--- src/rtl/cpu_pkg.sv ---
// Shared types and constants for the interrupt front-end of the multicycle MIPS controller.
package cpu_pkg;

  typedef enum logic [1:0] {
    IDLE    = 2'd0,
    REQ     = 2'd1,
    SERVICE = 2'd2
  } irq_state_e;

  localparam logic [3:0] IRQ_ID_NMI = 4'd15;
  localparam int         VEC_STRIDE = 4;

  // IRQ i lives one stride above the NMI slot at base, so index 0 maps to base + 4.
  function automatic logic [31:0] irq_vector(input logic [31:0] base, input logic [3:0] idx);
    return base + 32'(VEC_STRIDE) * (32'(idx) + 32'd1);
  endfunction

endpackage

--- src/rtl/irq_priority_encoder.sv ---
// Lowest-index-first priority encoder; valid only when enabled and at least one request is set.
module irq_priority_encoder #(
  parameter int N = 8
) (
  input  logic [N-1:0] req,
  input  logic         en,
  output logic         valid,
  output logic [3:0]   idx
);

  logic [N-1:0] seen;
  logic [N-1:0] first;

  assign seen[0] = 1'b0;

  // seen[i] is set when any lower-index request is active, so first is one-hot.
  for (genvar gi = 1; gi < N; gi++) begin : g_seen
    assign seen[gi] = seen[gi-1] | req[gi-1];
  end

  for (genvar gi = 0; gi < N; gi++) begin : g_first
    assign first[gi] = req[gi] & ~seen[gi];
  end

  assign valid = en & (|req);

  always_comb begin
    idx = 4'd0;
    for (int i = 0; i < N; i++) begin
      if (first[i]) begin
        idx = idx | 4'(i);
      end
    end
  end

endmodule

--- src/rtl/interrupt_controller.sv ---
// Edge-detecting interrupt front-end: holds pending requests, presents one at a time on INT/NMI
// with its vector and source ID, retires it on INA and waits for eoi before selecting again.
module interrupt_controller
  import cpu_pkg::*;
#(
  parameter int          NUM_IRQ  = 8,
  parameter logic [31:0] VEC_BASE = 32'h0000_0080
) (
  input  logic               clk,
  input  logic               reset,
  input  logic [NUM_IRQ-1:0] irq_in,
  input  logic               nmi_in,
  input  logic               mask_we,
  input  logic [NUM_IRQ-1:0] mask_wdata,
  input  logic               intd_we,
  input  logic               intd_wdata,
  input  logic               eoi,
  input  logic               INA,
  output logic               INT,
  output logic               NMI,
  output logic               INTD,
  output logic [NUM_IRQ-1:0] mask,
  output logic [NUM_IRQ-1:0] pending,
  output logic [31:0]        vector,
  output logic [3:0]         irq_id
);

  irq_state_e         state_q, state_d;
  logic [NUM_IRQ-1:0] irq_prev_q, irq_prev_d;
  logic               nmi_prev_q, nmi_prev_d;
  logic [NUM_IRQ-1:0] pending_q, pending_d;
  logic               nmi_pend_q, nmi_pend_d;
  logic [NUM_IRQ-1:0] mask_q, mask_d;
  logic               intd_q, intd_d;
  logic               int_q, int_d;
  logic               nmi_q, nmi_d;
  logic [31:0]        vector_q, vector_d;
  logic [3:0]         irq_id_q, irq_id_d;

  logic [NUM_IRQ-1:0] irq_rise;
  logic               nmi_rise;
  logic [NUM_IRQ-1:0] pend_clr;
  logic               nmi_clr;
  logic [NUM_IRQ-1:0] sel_onehot;
  logic               withdraw;
  logic               enc_valid;
  logic [3:0]         enc_idx;

  irq_priority_encoder #(
    .N(NUM_IRQ)
  ) u_prio (
    .req  (pending_q & mask_q),
    .en   (~intd_q),
    .valid(enc_valid),
    .idx  (enc_idx)
  );

  // One-hot of the source currently latched in irq_id, used for retire and withdraw.
  for (genvar gi = 0; gi < NUM_IRQ; gi++) begin : g_sel
    assign sel_onehot[gi] = (irq_id_q == 4'(gi));
  end

  assign irq_rise = irq_in & ~irq_prev_q;
  assign nmi_rise = nmi_in & ~nmi_prev_q;

  // A presented maskable request is pulled back when its mask bit or the global enable goes away.
  assign withdraw = (mask_we & (|(sel_onehot & ~mask_wdata))) | (intd_we & intd_wdata);

  always_comb begin
    state_d  = state_q;
    int_d    = int_q;
    nmi_d    = nmi_q;
    vector_d = vector_q;
    irq_id_d = irq_id_q;
    pend_clr = '0;
    nmi_clr  = 1'b0;

    case (state_q)
      IDLE: begin
        if (nmi_pend_q) begin
          state_d  = REQ;
          nmi_d    = 1'b1;
          vector_d = VEC_BASE;
          irq_id_d = IRQ_ID_NMI;
        end else if (enc_valid) begin
          state_d  = REQ;
          int_d    = 1'b1;
          vector_d = irq_vector(VEC_BASE, enc_idx);
          irq_id_d = enc_idx;
        end
      end
      REQ: begin
        if (INA) begin
          state_d = SERVICE;
          int_d   = 1'b0;
          nmi_d   = 1'b0;
          if (nmi_q) begin
            nmi_clr = 1'b1;
          end else begin
            pend_clr = sel_onehot;
          end
        end else if (int_q && withdraw) begin
          state_d = IDLE;
          int_d   = 1'b0;
        end
      end
      SERVICE: begin
        int_d = 1'b0;
        nmi_d = 1'b0;
        if (eoi) begin
          state_d = IDLE;
        end
      end
      default: begin
        state_d = IDLE;
        int_d   = 1'b0;
        nmi_d   = 1'b0;
      end
    endcase

    // New edges are applied after the retire clear so a same-cycle rise stays pending.
    pending_d  = (pending_q & ~pend_clr) | irq_rise;
    nmi_pend_d = (nmi_pend_q & ~nmi_clr) | nmi_rise;
    irq_prev_d = irq_in;
    nmi_prev_d = nmi_in;
    mask_d     = mask_we ? mask_wdata : mask_q;
    intd_d     = intd_we ? intd_wdata : intd_q;
  end

  always_ff @(posedge clk) begin
    if (reset) begin
      state_q    <= IDLE;
      irq_prev_q <= '0;
      nmi_prev_q <= 1'b0;
      pending_q  <= '0;
      nmi_pend_q <= 1'b0;
      mask_q     <= '0;
      intd_q     <= 1'b1;
      int_q      <= 1'b0;
      nmi_q      <= 1'b0;
      vector_q   <= 32'd0;
      irq_id_q   <= 4'd0;
    end else begin
      state_q    <= state_d;
      irq_prev_q <= irq_prev_d;
      nmi_prev_q <= nmi_prev_d;
      pending_q  <= pending_d;
      nmi_pend_q <= nmi_pend_d;
      mask_q     <= mask_d;
      intd_q     <= intd_d;
      int_q      <= int_d;
      nmi_q      <= nmi_d;
      vector_q   <= vector_d;
      irq_id_q   <= irq_id_d;
    end
  end

  assign INT     = int_q;
  assign NMI     = nmi_q;
  assign INTD    = intd_q;
  assign mask    = mask_q;
  assign pending = pending_q;
  assign vector  = vector_q;
  assign irq_id  = irq_id_q;

endmodule
--- config.mk ---
export PLATFORM = sky130hd
export DESIGN_NAME = interrupt_controller
export DESIGN_NICKNAME = d
export VERILOG_FILES = /design/src/rtl/cpu_pkg.sv /design/src/rtl/irq_priority_encoder.sv /design/src/rtl/interrupt_controller.sv
export SDC_FILE = /design/constraint.sdc
export NUM_CORES = 1
export LEC_CHECK = 0
export CORE_ASPECT_RATIO = 0.75
export CORE_MARGIN = 8
export CORE_UTILIZATION = 41
export CTS_BUF_LIST = sky130_fd_sc_hd__clkbuf_2
export CTS_CLUSTER_SIZE = 20
export DETAILED_ROUTE_END_ITERATION = 6
export GPL_TIMING_DRIVEN = 0
export PLACE_DENSITY_LB_ADDON = 0.3
export SLEW_MARGIN = 0
export SYNTH_ARGS = -nofsm -noshare
export SYNTH_HDL_FRONTEND = slang
export SYNTH_HIERARCHICAL = 1
export SYNTH_SLANG_ARGS = --single-unit
export TNS_END_PERCENT = 10
--- constraint.sdc ---
create_clock -name clk -period 1.7 [get_ports clk]
set_input_delay 0.34 -clock clk [delete_from_list [all_inputs] [get_ports clk]]
set_output_delay 0.34 -clock clk [all_outputs]
set_load 0.05 [all_outputs]
==> results of run 1 <==
flip-flops by register name, indices dropped and copies added (netlist names):
signal,cells
INTD,1
pending,8
mask,8
nmi_pend_q,1
irq_prev_q,8
nmi_prev_q,1
NMI,1
state_q,2
irq_id,4
INT,1
vector,6
layer usage:
| metal | vias to the layer above | wire (um) | track usage |
|---|---|---|---|
| met2 | 69 | 2440 | 0.213 |
| met5 | - | 0 | 0 |
| met3 | 2 | 575 | 0.0662 |
| li1 | 905 | - | - |
| met4 | 0 | 21 | 0.0452 |
| met1 | 823 | 2460 | 0.166 |
cell families after synthesis:
logic type | share of synthesized area
and+or+nand+nor | 0.249
AOI/OAI and AO/OA | 0.147
buffers and inverters | 0.142
xor gates and xnor gates | 0.00863
DFF | 0.404
other | 0.00370
muxes | 0.0395
adders and majority gates | 0.00616
where the power goes:
part | total, uW | switching (uW) | internal [uW]
combinational | 831 | 540 | 292
sequential | 1090 | 68.6 | 1030
clock | 584 | 331 | 253
cell usage in the layout (no fill, tap or decap), types with 8 or more instances in the layout:
cell	n
nor2b_1	12
o21ai_0	11
mux2i_1	8
clkbuf_2	19
a21oi_1	15
conb_1	27
buf_4	32
nor2_1	25
clkdlybuf4s50_1	22
dfxtp_1	24
clkdlybuf4s15_1	9
inv_1	8
dfxtp_4	15
nand2b_1	10
final cells by class:
class                   instances  share of cell area
clock inverters                 2              0.0121
inverters                       8              0.0104
multi-input cells             170               0.385
flip-flops and latches         41               0.304
clock buffers                   6              0.0104
well taps                      60              0.0260
plain buffers                  36              0.0891
repair buffers                 55               0.163
worst min path at each step:
stage,startpoint,endpoint,slack (ps),depth (start not counted)
4_1_cts,mask_we,INT,340,2
2_1_floorplan,irq_prev_q[0],pending[0],450,2
3_5_place_dp,vector[6],vector[6],450,2
5_1_grt,mask_we,INT,340,2
3_3_place_gp,vector[6],vector[6],440,2
6_report,mask_we,INT,340,2
metrics by stage:
step,instance area (um2),power [uW],utilization
finish,2890,2510,0.597
global route,2890,2620,0.597
CTS,2840,2480,0.586
detailed placement,2780,1930,0.574
global placement,2780,1920,0.574
floorplan,2200,1700,-
worst max-delay path, stage by stage, from the launching register on:
cell	delay, ps
dfxtp_4	390
and2_2	210
nor4_4	390
a21boi_2	160
nor4b_4	170
buf_4	170
a22oi_2	150
nor2_1	50
timing repair:
action / 4_1_cts / 5_1_grt
gates resized for setup: 47 / 54
setup buffers: 0 / 5
endpoints found under the setup margin: 35 / 35
pin swaps: 0 / 7
hold endpoints to repair: 0 / 0
==> flow_metrics.env, run 1 <==
export IMPL_clk_latency_ps=420
export IMPL_violations="negative setup slack"
export IMPL_fmax_mhz=569
export IMPL_tightest_slew_ps=527
export IMPL_drt_iter0_drc=79
export IMPL_status="complete, but fails checks"
export IMPL_finalWirelength_mm=5.50
export IMPL_cts_tree="yes"
export IMPL_startpoint="pending[5]"
export IMPL_netlist_instances=230
export IMPL_fill_cells=451
export IMPL_hold_buffers=0
export IMPL_synth_cell_types=40
export IMPL_clkSinkCount=41
export IMPL_setup_viol=7
export IMPL_hold_ws_ps=340
export IMPL_drive_above_1_share=0.321
export IMPL_design_core_area_um2=4840
export IMPL_layout_cells_non_filler=378
export IMPL_ant_nets=0
export IMPL_die_w_um=97.2
export IMPL_initial_core_util=0.419
export IMPL_drc=0
export IMPL_rsz0062_at_grt="true"
export IMPL_area_growth_pct=42.5
export IMPL_ys_seq_elements=41
export IMPL_vias_per_cell=4.76
export IMPL_r2r_slack_ps=-60
export IMPL_yosysMostFrequentCell="dfxtp_1"
export IMPL_synth_area_per_cell_um2=8.82
export IMPL_worstSetupEndpointType="flop"
export IMPL_fin_nets=342
export IMPL_finalSetupTns_ps=-202
export IMPL_final_seq_area_um2=880
export IMPL_yosysSeqAreaShare=0.404
export IMPL_rows=22
export IMPL_yosysTopAreaCell="dfxtp_1"
export IMPL_cts_root_buf="clkbuf_2"
export IMPL_hpwlAfterDp_mm=4.17
export IMPL_final_max_slew_violation_count=0
export IMPL_dp_cells=366
export IMPL_start_kind="flop"
export IMPL_synthTopCellsByCount="dfxtp_1 (41), buf_4 (28), nor2_1 (25)"
export IMPL_async_flop_share=0
export IMPL_worstPathArrival_ps=2080
export IMPL_clock_path_buffers=2
export IMPL_grt_first_pass_wirelength_mm=8.51
export IMPL_grt_pass1_vias=1736
export IMPL_io_pins=79
export IMPL_grt_total_usage=0.138
export IMPL_grt_remaining_overflow=0
export IMPL_grt_max_degree=14
export IMPL_antenna_found_initial=0
export IMPL_synth_flop_cell="dfxtp_1"
export IMPL_h_tree_depth=2
export IMPL_diodes=0
export IMPL_cts_buffers_inserted=5
export IMPL_gp_congestion=0.825
export IMPL_worst_r2r_endpoint="vector[4]"
export IMPL_yosys_warnings=6
export IMPL_hold_viol=0
export IMPL_crit_fanout=5
export IMPL_firstDrtPassIters=4
export IMPL_dieHeight_um=76.9
export IMPL_reg2reg_depth=7
export IMPL_ir_drop_mv=0.524
export IMPL_synth_edf_count=0
export IMPL_io_buffers=51
export IMPL_setup_worst_path_end="vector[4]"
export IMPL_synth_area_leaders="dfxtp_1 (40%), buf_4 (10%), nor2_1 (4.6%), nor2b_1 (4.0%), mux2i_1 (3.9%)"
export IMPL_synthesis_area_um2=2030
export IMPL_clkTransAtPathRegs_ps=210
export IMPL_period_minus_slack_ps=1760
export IMPL_num_vias=1799
export IMPL_crit_required_ps=2020
export IMPL_die_area_um2=7480
export IMPL_wl_per_cell_um=14.5
export IMPL_hold_path_class="primary input to flop"
export IMPL_path_class="flop to flop"
export IMPL_synth_top_area_share=0.404
export IMPL_slew_headroom=0.649
export IMPL_fin_ws_ps=-58.1
export IMPL_r2r_start="pending[5]"
export IMPL_skew_ps=26.0
export IMPL_max_cap_violations=0
export IMPL_leakagePower_uw=0.00130
export IMPL_timing_final_crit_share=1.03
export IMPL_multi_input_comb_area_um2=1110
export IMPL_place_ws_ps=-241
export IMPL_power_density_nw_per_um2=868
(Power assumes the default switching activity.)
==> run 2: changes to the inputs <==
CTS_CLUSTER_SIZE = unset   (was 20)
==> results of run 2 <==
No change in the layout: final DEF, timing and power equal those of run 1.
==> run 3: changes to the inputs <==
SLEW_MARGIN = unset   (was 0)
==> results of run 3 <==
No change in the layout: final DEF, timing and power equal those of run 1.
